<file path="config.mk">
export PLATFORM = sky130hd
export DESIGN_NAME = mem_stage_flat
export DESIGN_NICKNAME = d
export VERILOG_FILES = /design/src/rtl/mem_stage_if.sv /design/src/rtl/mem_stage.sv /design/src/flat_wrapper.sv
export SDC_FILE = /design/constraint.sdc
export NUM_CORES = 1
export LEC_CHECK = 0
export ABC_AREA = 1
export CORE_AREA = 2 2 123 125
export CTS_CLUSTER_DIAMETER = 150
export DETAILED_ROUTE_END_ITERATION = 7
export DIE_AREA = 0 0 125 127
export PLACE_DENSITY = 0.73
export RECOVER_POWER = 100
export SLEW_MARGIN = 0
export SYNTH_ARGS = -nofsm -noshare
export SYNTH_HDL_FRONTEND = slang
export SYNTH_SLANG_ARGS = --single-unit
</file>
<file path="constraint.sdc">
create_clock -name clk -period 2.35 [get_ports clk]
set_input_delay 0.5875 -clock clk [delete_from_list [all_inputs] [get_ports clk]]
set_output_delay 0.5875 -clock clk [all_outputs]
set_load 0.005 [all_outputs]
</file>
<file path="src/rtl/mem_stage_if.sv">
`default_nettype none
//------------------------------------------------------------------------------
// Module   : mem_stage_if
// Brief    : Data-memory req/ack port shared by the MEM stage and its memory.
// Revision : 1.0  initial release
//------------------------------------------------------------------------------
interface mem_stage_if;
  logic        dmem_req;
  logic        dmem_we;
  logic [31:0] dmem_addr;
  logic [31:0] dmem_wdata;
  logic [31:0] dmem_rdata;
  logic        dmem_ack;

  modport master (
    output dmem_req, dmem_we, dmem_addr, dmem_wdata,
    input  dmem_rdata, dmem_ack
  );

  modport slave (
    input  dmem_req, dmem_we, dmem_addr, dmem_wdata,
    output dmem_rdata, dmem_ack
  );
endinterface
`default_nettype wire

</file>
<file path="src/rtl/mem_stage.sv">
`default_nettype none
//------------------------------------------------------------------------------
// Module   : mem_stage
// Brief    : RISC-V MEM stage with req/ack word access, timeout abort and MEM/WB register.
// Revision : 1.0  initial release
//------------------------------------------------------------------------------
module mem_stage #(
  parameter int TIMEOUT = 16
) (
  input  wire logic        clk,
  input  wire logic        reset,
  input  wire logic        RegWriteM,
  input  wire logic        MemWriteM,
  input  wire logic [1:0]  ResultSrcM,
  input  wire logic [4:0]  rdM,
  input  wire logic [31:0] PCplus4M,
  input  wire logic [31:0] ALUResultM,
  input  wire logic [31:0] WriteDataM,
  mem_stage_if.master      dmem,
  output logic             StallM,
  output logic             RegWriteW,
  output logic [1:0]       ResultSrcW,
  output logic [4:0]       rdW,
  output logic [31:0]      PCplus4W,
  output logic [31:0]      ALUResultW,
  output logic [31:0]      ReadDataW,
  output logic             misalign_err,
  output logic             timeout_err
);

  localparam logic [7:0] c_WCNT_LAST = 8'(TIMEOUT - 1);

  typedef enum logic [1:0] {
    S_IDLE  = 2'd0,
    S_BUSY  = 2'd1,
    S_ABORT = 2'd2
  } state_t;

  state_t      r_state, w_state_nxt;
  logic [7:0]  r_wcnt, w_wcnt_nxt;
  logic        w_memop, w_aligned;
  logic        w_req, w_stall, w_capture, w_use_rdata, w_set_mis, w_set_to;

  logic        r_regw;
  logic [1:0]  r_rsrc;
  logic [4:0]  r_rd;
  logic [31:0] r_pc4, r_alu, r_rdata;
  logic        r_mis, r_to;

  assign w_memop   = MemWriteM | (ResultSrcM == 2'b01);
  assign w_aligned = (ALUResultM[1:0] == 2'b00);

  always_comb begin
    w_state_nxt = r_state;
    w_wcnt_nxt  = r_wcnt;
    w_req       = 1'b0;
    w_stall     = 1'b0;
    w_capture   = 1'b0;
    w_use_rdata = 1'b0;
    w_set_mis   = 1'b0;
    w_set_to    = 1'b0;
    case (r_state)
      S_IDLE, S_BUSY: begin
        if (w_memop && w_aligned) begin
          w_req = 1'b1;
          if (dmem.dmem_ack) begin
            w_capture   = 1'b1;
            w_use_rdata = 1'b1;
            w_state_nxt = S_IDLE;
            w_wcnt_nxt  = '0;
          end else begin
            w_stall    = 1'b1;
            w_wcnt_nxt = r_wcnt + 8'd1;
            // The last unacked request cycle hands over to a single retirement cycle
            if (r_state == S_BUSY && r_wcnt == c_WCNT_LAST) begin
              w_state_nxt = S_ABORT;
            end else begin
              w_state_nxt = S_BUSY;
            end
          end
        end else if (w_memop) begin
          w_set_mis   = (r_state == S_IDLE);
          w_state_nxt = S_IDLE;
          w_wcnt_nxt  = '0;
        end else begin
          w_capture   = 1'b1;
          w_state_nxt = S_IDLE;
          w_wcnt_nxt  = '0;
        end
      end
      S_ABORT: begin
        w_set_to    = 1'b1;
        w_state_nxt = S_IDLE;
        w_wcnt_nxt  = '0;
      end
      default: begin
        w_state_nxt = S_IDLE;
        w_wcnt_nxt  = '0;
      end
    endcase
  end

  always_ff @(posedge clk or negedge reset) begin
    if (!reset) begin
      r_state <= S_IDLE;
      r_wcnt  <= '0;
      r_regw  <= 1'b0;
      r_rsrc  <= '0;
      r_rd    <= '0;
      r_pc4   <= '0;
      r_alu   <= '0;
      r_rdata <= '0;
      r_mis   <= 1'b0;
      r_to    <= 1'b0;
    end else begin
      r_state <= w_state_nxt;
      r_wcnt  <= w_wcnt_nxt;
      if (w_capture) begin
        r_regw  <= RegWriteM;
        r_rsrc  <= ResultSrcM;
        r_rd    <= rdM;
        r_pc4   <= PCplus4M;
        r_alu   <= ALUResultM;
        r_rdata <= w_use_rdata ? dmem.dmem_rdata : 32'd0;
      end else begin
        r_regw  <= 1'b0;
        r_rsrc  <= '0;
        r_rd    <= '0;
        r_pc4   <= '0;
        r_alu   <= '0;
        r_rdata <= '0;
      end
      r_mis <= r_mis | w_set_mis;
      r_to  <= r_to | w_set_to;
    end
  end

  // Reset gates the combinational handshake outputs so they drop without waiting for an edge
  assign dmem.dmem_req   = w_req & reset;
  assign dmem.dmem_we    = MemWriteM;
  assign dmem.dmem_addr  = ALUResultM;
  assign dmem.dmem_wdata = WriteDataM;
  assign StallM          = w_stall & reset;

  assign RegWriteW    = r_regw;
  assign ResultSrcW   = r_rsrc;
  assign rdW          = r_rd;
  assign PCplus4W     = r_pc4;
  assign ALUResultW   = r_alu;
  assign ReadDataW    = r_rdata;
  assign misalign_err = r_mis;
  assign timeout_err  = r_to;

endmodule
`default_nettype wire

</file>
<file path="src/flat_wrapper.sv">
// flat-port wrapper written by rule: the top's interface ports become plain ports
module mem_stage_flat 
#(
  parameter int TIMEOUT = 16
)
  (clk, reset, RegWriteM, MemWriteM, ResultSrcM, rdM, PCplus4M, ALUResultM, WriteDataM, StallM, RegWriteW, ResultSrcW, rdW, PCplus4W, ALUResultW, ReadDataW, misalign_err, timeout_err, dmem_dmem_req, dmem_dmem_we, dmem_dmem_addr, dmem_dmem_wdata, dmem_dmem_rdata, dmem_dmem_ack);
  mem_stage_if dmem_i ();
  input  wire logic clk;
  input  wire logic reset;
  input  wire logic RegWriteM;
  input  wire logic MemWriteM;
  input  wire logic [1:0] ResultSrcM;
  input  wire logic [4:0] rdM;
  input  wire logic [31:0] PCplus4M;
  input  wire logic [31:0] ALUResultM;
  input  wire logic [31:0] WriteDataM;
  output logic StallM;
  output logic RegWriteW;
  output logic [1:0] ResultSrcW;
  output logic [4:0] rdW;
  output logic [31:0] PCplus4W;
  output logic [31:0] ALUResultW;
  output logic [31:0] ReadDataW;
  output logic misalign_err;
  output logic timeout_err;
  output wire logic [$bits(dmem_i.dmem_req)-1:0] dmem_dmem_req;
  output wire logic [$bits(dmem_i.dmem_we)-1:0] dmem_dmem_we;
  output wire logic [$bits(dmem_i.dmem_addr)-1:0] dmem_dmem_addr;
  output wire logic [$bits(dmem_i.dmem_wdata)-1:0] dmem_dmem_wdata;
  input wire logic [$bits(dmem_i.dmem_rdata)-1:0] dmem_dmem_rdata;
  input wire logic [$bits(dmem_i.dmem_ack)-1:0] dmem_dmem_ack;
  assign dmem_dmem_req = dmem_i.dmem_req;
  assign dmem_dmem_we = dmem_i.dmem_we;
  assign dmem_dmem_addr = dmem_i.dmem_addr;
  assign dmem_dmem_wdata = dmem_i.dmem_wdata;
  assign dmem_i.dmem_rdata = dmem_dmem_rdata;
  assign dmem_i.dmem_ack = dmem_dmem_ack;
  mem_stage #(.TIMEOUT(TIMEOUT)) u_core (.clk(clk), .reset(reset), .RegWriteM(RegWriteM), .MemWriteM(MemWriteM), .ResultSrcM(ResultSrcM), .rdM(rdM), .PCplus4M(PCplus4M), .ALUResultM(ALUResultM), .WriteDataM(WriteDataM), .dmem(dmem_i), .StallM(StallM), .RegWriteW(RegWriteW), .ResultSrcW(ResultSrcW), .rdW(rdW), .PCplus4W(PCplus4W), .ALUResultW(ALUResultW), .ReadDataW(ReadDataW), .misalign_err(misalign_err), .timeout_err(timeout_err));
endmodule
</file>
# [Word-level counts from Yosys, hierarchy flattened]
# Index checks and enable logic that the tools add are counted.
[word_totals] reg_bits=116 wordCells=54
[op_classes] add_sub_neg=1 n_eq_ne=4 n_mux=29 bitwise=5 reduce_logical=5
[ops] operator="2-to-1 mux 32 bit" count=4
[ops] operator="2-to-1 mux 8 bit" count=3
[ops] operator="2-to-1 mux 1 bit" count=16
[ops] operator="2-to-1 mux 2 bit" count=5
[ops] operator="adder 8 x 1 -> 8 bit (second input constant)" count=1
[ops] operator="equality test 8 x 4 -> 1 bit (second input constant)" count=1
[ops] operator="2-to-1 mux 5 bit" count=1
[ops] operator="equality test 2 x 1 -> 1 bit (second input constant)" count=2
[ops] operator="zero test 2 bit" count=2
[ops] operator="OR 1 bit" count=3
[ops] operator="AND 1 bit" count=2
[ops] operator="equality test 2 bit (second input constant)" count=1
[ops] operator="logical AND 1 bit" count=2
[ops] operator="OR reduction 2 bit" count=1

# [Depth between registers and ports, before layout]
[logic_depth] ltp_word=7 depth_mapped=7 mapped_depth_nobuf=7

# [Worst setup path before layout]
# OpenSTA, ideal clock, no wires.
[synth_timing] path_type="input -> output" start="input ALUResultM[1]" end="output StallM" arrival_time_ns=1.226 required_ns=1.762 path_slack_ns=0.536 cell_stages=5 n_path_buf=0 cell_sequence="nor2_1 nand2_1 nor2_2 nand2_1 nor2_1"
[synth_via] elab_chain_cells=5
[synth_lines] element="from (decl)" line_no="flat_wrapper.sv:15" source="input wire logic [31:0] ALUResultM;"
[synth_lines] element="zero test 2 bit" line_no="mem_stage.sv:51" source="assign w_aligned = (ALUResultM[1:0] == 2'b00);"
[synth_lines] element="logical AND 1 bit" line_no="mem_stage.sv:64" source="if (w_memop && w_aligned) begin"
[synth_lines] element="2-to-1 mux 1 bit" line_no="mem_stage.sv:64"
[synth_lines] element="2-to-1 mux 1 bit" line_no="mem_stage.sv:62" source="case (r_state)"
[synth_lines] element="AND 1 bit" line_no="mem_stage.sv:143" source="assign StallM = w_stall & reset;"
[synth_lines] element="to (decl)" line_no="flat_wrapper.sv:17" source="output logic StallM;"
# Every way passes these cells.

# [Worst setup path after layout]
[layout_timing] start="input ALUResultM[22]" end="output dmem_dmem_addr[22]"
[layout_rtl] element="to (decl)" line_no="flat_wrapper.sv:28" source="output wire logic [$bits(dmem_i.dmem_addr)-1:0] dmem_dmem_addr;"
# No word-level cell between the ends.

==> run_results.csv <==
group,metric,value,unit
timing,rsz0062_at_grt,"no",
detailed_routing,vias,3429,
power_and_ir_drop,p_leak,0.00398,uW
die,die_x,125,microns
detailed_routing,drc,0,
cells_and_area,drive_gt1_frac,0.0766,
critical_path,reg2reg_depth,6,
status,violations,"max-capacitance violations, max-slew violations",
placed_design,hpwl,8850,microns
timing,layout_setup_ws,0.0898,ns
logic_synthesis,synth_nets,598,
logic_synthesis,synthTopCellsByArea,"dfrtp_1 (64%), buf_4 (11%), nor2_1 (10%), inv_1 (9.2%), buf_2 (1.1%)",
timing,period_share,0.962,
die,row_count,44,
clock_network,cts_buffer_depth,2,
hold_path,holdPathEnd,"u_core.misalign_err$_DFF_PN0_",
timing,final_max_slew_viol_count,117,
logic_synthesis,ys_seq_area_frac,0.643,
timing,relSlewSlack,-0.0354,
grt,antenna_found_initial,0,
logic_synthesis,synth_warnings,0,
timing,tns,0,ns
logic_synthesis,synth-async-reset-ratio,1.00,
clock_network,cts_buffers,17,
hold_path,hp-start,"u_core.misalign_err$_DFF_PN0_",
detailed_routing,avgRoutedWirePerCell,13.8,microns
placed_design,dp_cells,829,
critical_path,reg2reg_slack,0.49,ns
logic_synthesis,synth-compound-area-share,0.0116,
die,core_area,0.0144,sq mm
timing,final_hold_viol_count,0,
cells_and_area,fin_nets,807,
power_and_ir_drop,vdd_drop_max,415,uV
placed_design,place_area,0.00684,sq mm
placed_design,place_congestion,0.759,
timing,fmax,0.442,GHz
clock_network,insertion_delay,0.41,ns
power_and_ir_drop,powerDensity,723,mW/mm^2
timing,worstMarginPinSlew,1.55,ns
logic_synthesis,synth.top_cell.area_share,0.643,
critical_path,reg2reg_from,"u_core.r_state[1]$_DFF_PN0_",
placed_design,dp_slack,-0.421,ns
logic_synthesis,muxShareOfSynthArea,0,
detailed_routing,vias_per_cell,3.97,
power_and_ir_drop,finalPower,5380,uW
logic_synthesis,synth_top_family_by_area,"buffers and inverters",
die,fp.dieArea,0.0159,sq mm
grt,grt_pass1_vias,3522,
clock_network,cts_tree,"yes",
cells_and_area,area_growth,64.9,%
critical_path,endpoint_kind,"primary output",
timing,post-route-min-period,2.26,ns
logic_synthesis,syn-cell-area,0.00451,sq mm
critical_path,worstPathRequired,1.76,ns
hold_path,whs_path_depth,1,
clock_network,root_buffer,"clkbuf_16",
critical_path,cp_max_fo,2,
critical_path,crit_buf_inv,2,
die,ioPinCount,313,
critical_path,crit_type,"in -> out",
clock_network,cts.htree.levels,4,
cells_and_area,fill_cells,1339,
status,status,"finished with violations",
clock_network,clk_pin_slew,0.05,ns
detailed_routing,drt_iter0_markers,73,
logic_synthesis,ys_top_cells_by_count,"nor2_1 (123), dfrtp_1 (116), inv_1 (111)",
critical_path,cp-start-kind,"input port",
logic_synthesis,ys.flop_type,"dfrtp_1",
critical_path,worstPathArrival,1.67,ns
critical_path,r2r-end,"u_core.ALUResultW[14]$_DFF_PN0_",
clock_network,cts_hold_buf,0,
timing,final-setup-viol-count,0,
placed_design,port_buffers,248,
grt,grt_pass1_wl,18400,microns
grt,grt_overflow,0,
logic_synthesis,synth_xor_area_frac,0.00582,
critical_path,crit_path_top_delay_cell,"dlygate4sd3_1",
detailed_routing,dr.pass1.iters,5,
hold_path,hp-class,"reg -> reg",
logic_synthesis,yosysMostFrequentCell,"nor2_1",
logic_synthesis,ys_ff_latch,116,
logic_synthesis,syn_area_per_cell,9.88,sq um
die,start_util,0.313,
critical_path,slowest_delay,0.58,ns
logic_synthesis,yosysTopAreaCell,"dfrtp_1",
die,die_h,127,microns
detailed_routing,ant_nets,0,
logic_synthesis,synthSimpleGateAreaFrac,0.125,
logic_synthesis,synth_fa_ha_area_frac,0.00277,
timing,skew,0.00699,ns
detailed_routing,drt-total-wl,11900,microns
grt,track_usage,0.153,
cells_and_area,antenna_cells,0,
job,maxCapViolCount,1,
critical_path,critPathTopFamily,"buffers and inverters",
critical_path,path_cells,"clkdlybuf4s50_1 -> dlygate4sd3_1",
clock_network,cts_num_sinks,116,
grt,grt_max_degree,117,
logic_synthesis,synth.distinct_cells,19,
cells_and_area,design_area,0.00744,sq mm
cells_and_area,fin_cells,863,
logic_synthesis,synth_edf_count,0,
logic_synthesis,synthCells,457,
[cell type report]
| type | instances | area, sq um | share of cell area |
|---|---|---|---|
| Clock buffer | 21 | 470 | 0.0632 |
| Clock inverter | 11 | 149 | 0.0200 |
| Inverter | 111 | 417 | 0.0560 |
| Multi-Input combinational cell | 155 | 677 | 0.0910 |
| Sequential cell | 116 | 2900 | 0.390 |
| Tap cell | 184 | 230 | 0.0309 |
| Timing Repair Buffer | 265 | 2600 | 0.349 |
[report_power, final]
group / total [uW] / internal [uW] / switching (uW)
registers: 2110 / 2090 / 19.7
logic: 601 / 362 / 240
clock network: 2670 / 1750 / 914
[cell usage in the layout (no fill, tap or decap), drive strengths merged, types with 2 or more instances in the layout]
| master | count |
|---|---|
| nand3 | 6 |
| dlygate4sd3 | 138 |
| clkinvlp | 3 |
| buf | 11 |
| nor2 | 124 |
| clkbuf | 29 |
| xor2 | 2 |
| inv | 113 |
| dlygate4sd2 | 4 |
| dfrtp | 116 |
| nand2 | 11 |
| clkinv | 3 |
| a21oi | 3 |
| clkdlybuf4s50 | 102 |
| clkdlybuf4s25 | 2 |
| bufinv | 3 |
| o21bai | 3 |
[cell families (layout without fill, tap and decap cells)]
kind of cell             Yosys count  after routing
AO/OA/AOI/OAI                      6              6
XOR/XNOR                           3              3
adder cells (fa/ha/maj)            1              1
buffers and inverters            186            408
flip-flops                       116            116
AND/OR/NAND/NOR                  145            145
[per-stage QoR]
step | utilization | hold slack, ns
finish | 0.516 | 0.474
global route | 0.516 | 0.496
CTS | 0.519 | 0.325
detailed placement | 0.474 | 0.466
global placement | 0.474 | 0.441
floorplan | - | 0.292
[what timing repair did]
action	CTS	global route
pin swaps	5	2
endpoints found under the setup margin	2	2
setup buffers	2	0
gates resized for setup	15	4
[metal layers]
| layer | global-route usage | vias up | wire, microns |
|---|---|---|---|
| li1 | - | 1647 | - |
| met1 | 0.157 | 1598 | 4290 |
| met2 | 0.280 | 147 | 6470 |
| met3 | 0.0565 | 37 | 872 |
| met4 | 0.0667 | 0 | 300 |
| met5 | 0 | - | 0 |
[registers in the layout, indices dropped and copies added (netlist names)]
register / cells
u_core.ALUResultW: 32
u_core.PCplus4W: 32
u_core.ReadDataW: 32
u_core.r_wcnt: 8
u_core.rdW: 5
u_core.ResultSrcW: 2
u_core.r_state: 2
u_core.RegWriteW: 1
u_core.misalign_err: 1
u_core.timeout_err: 1
[worst max-delay path by stage]
stage	depth (start not counted)	to	slack, ns	from
after floorplan	5	StallM	0.54	ALUResultM[1]
after global placement	5	dmem_dmem_req	-0.43	ALUResultM[0]
after detailed placement	7	StallM	-0.42	ResultSrcM[1]
after CTS	7	StallM	0.03	ALUResultM[1]
after global routing	2	dmem_dmem_addr[30]	0.06	ALUResultM[30]
final	2	dmem_dmem_addr[22]	0.09	ALUResultM[22]
No activity file was read; power rests on OpenSTA's default activity.
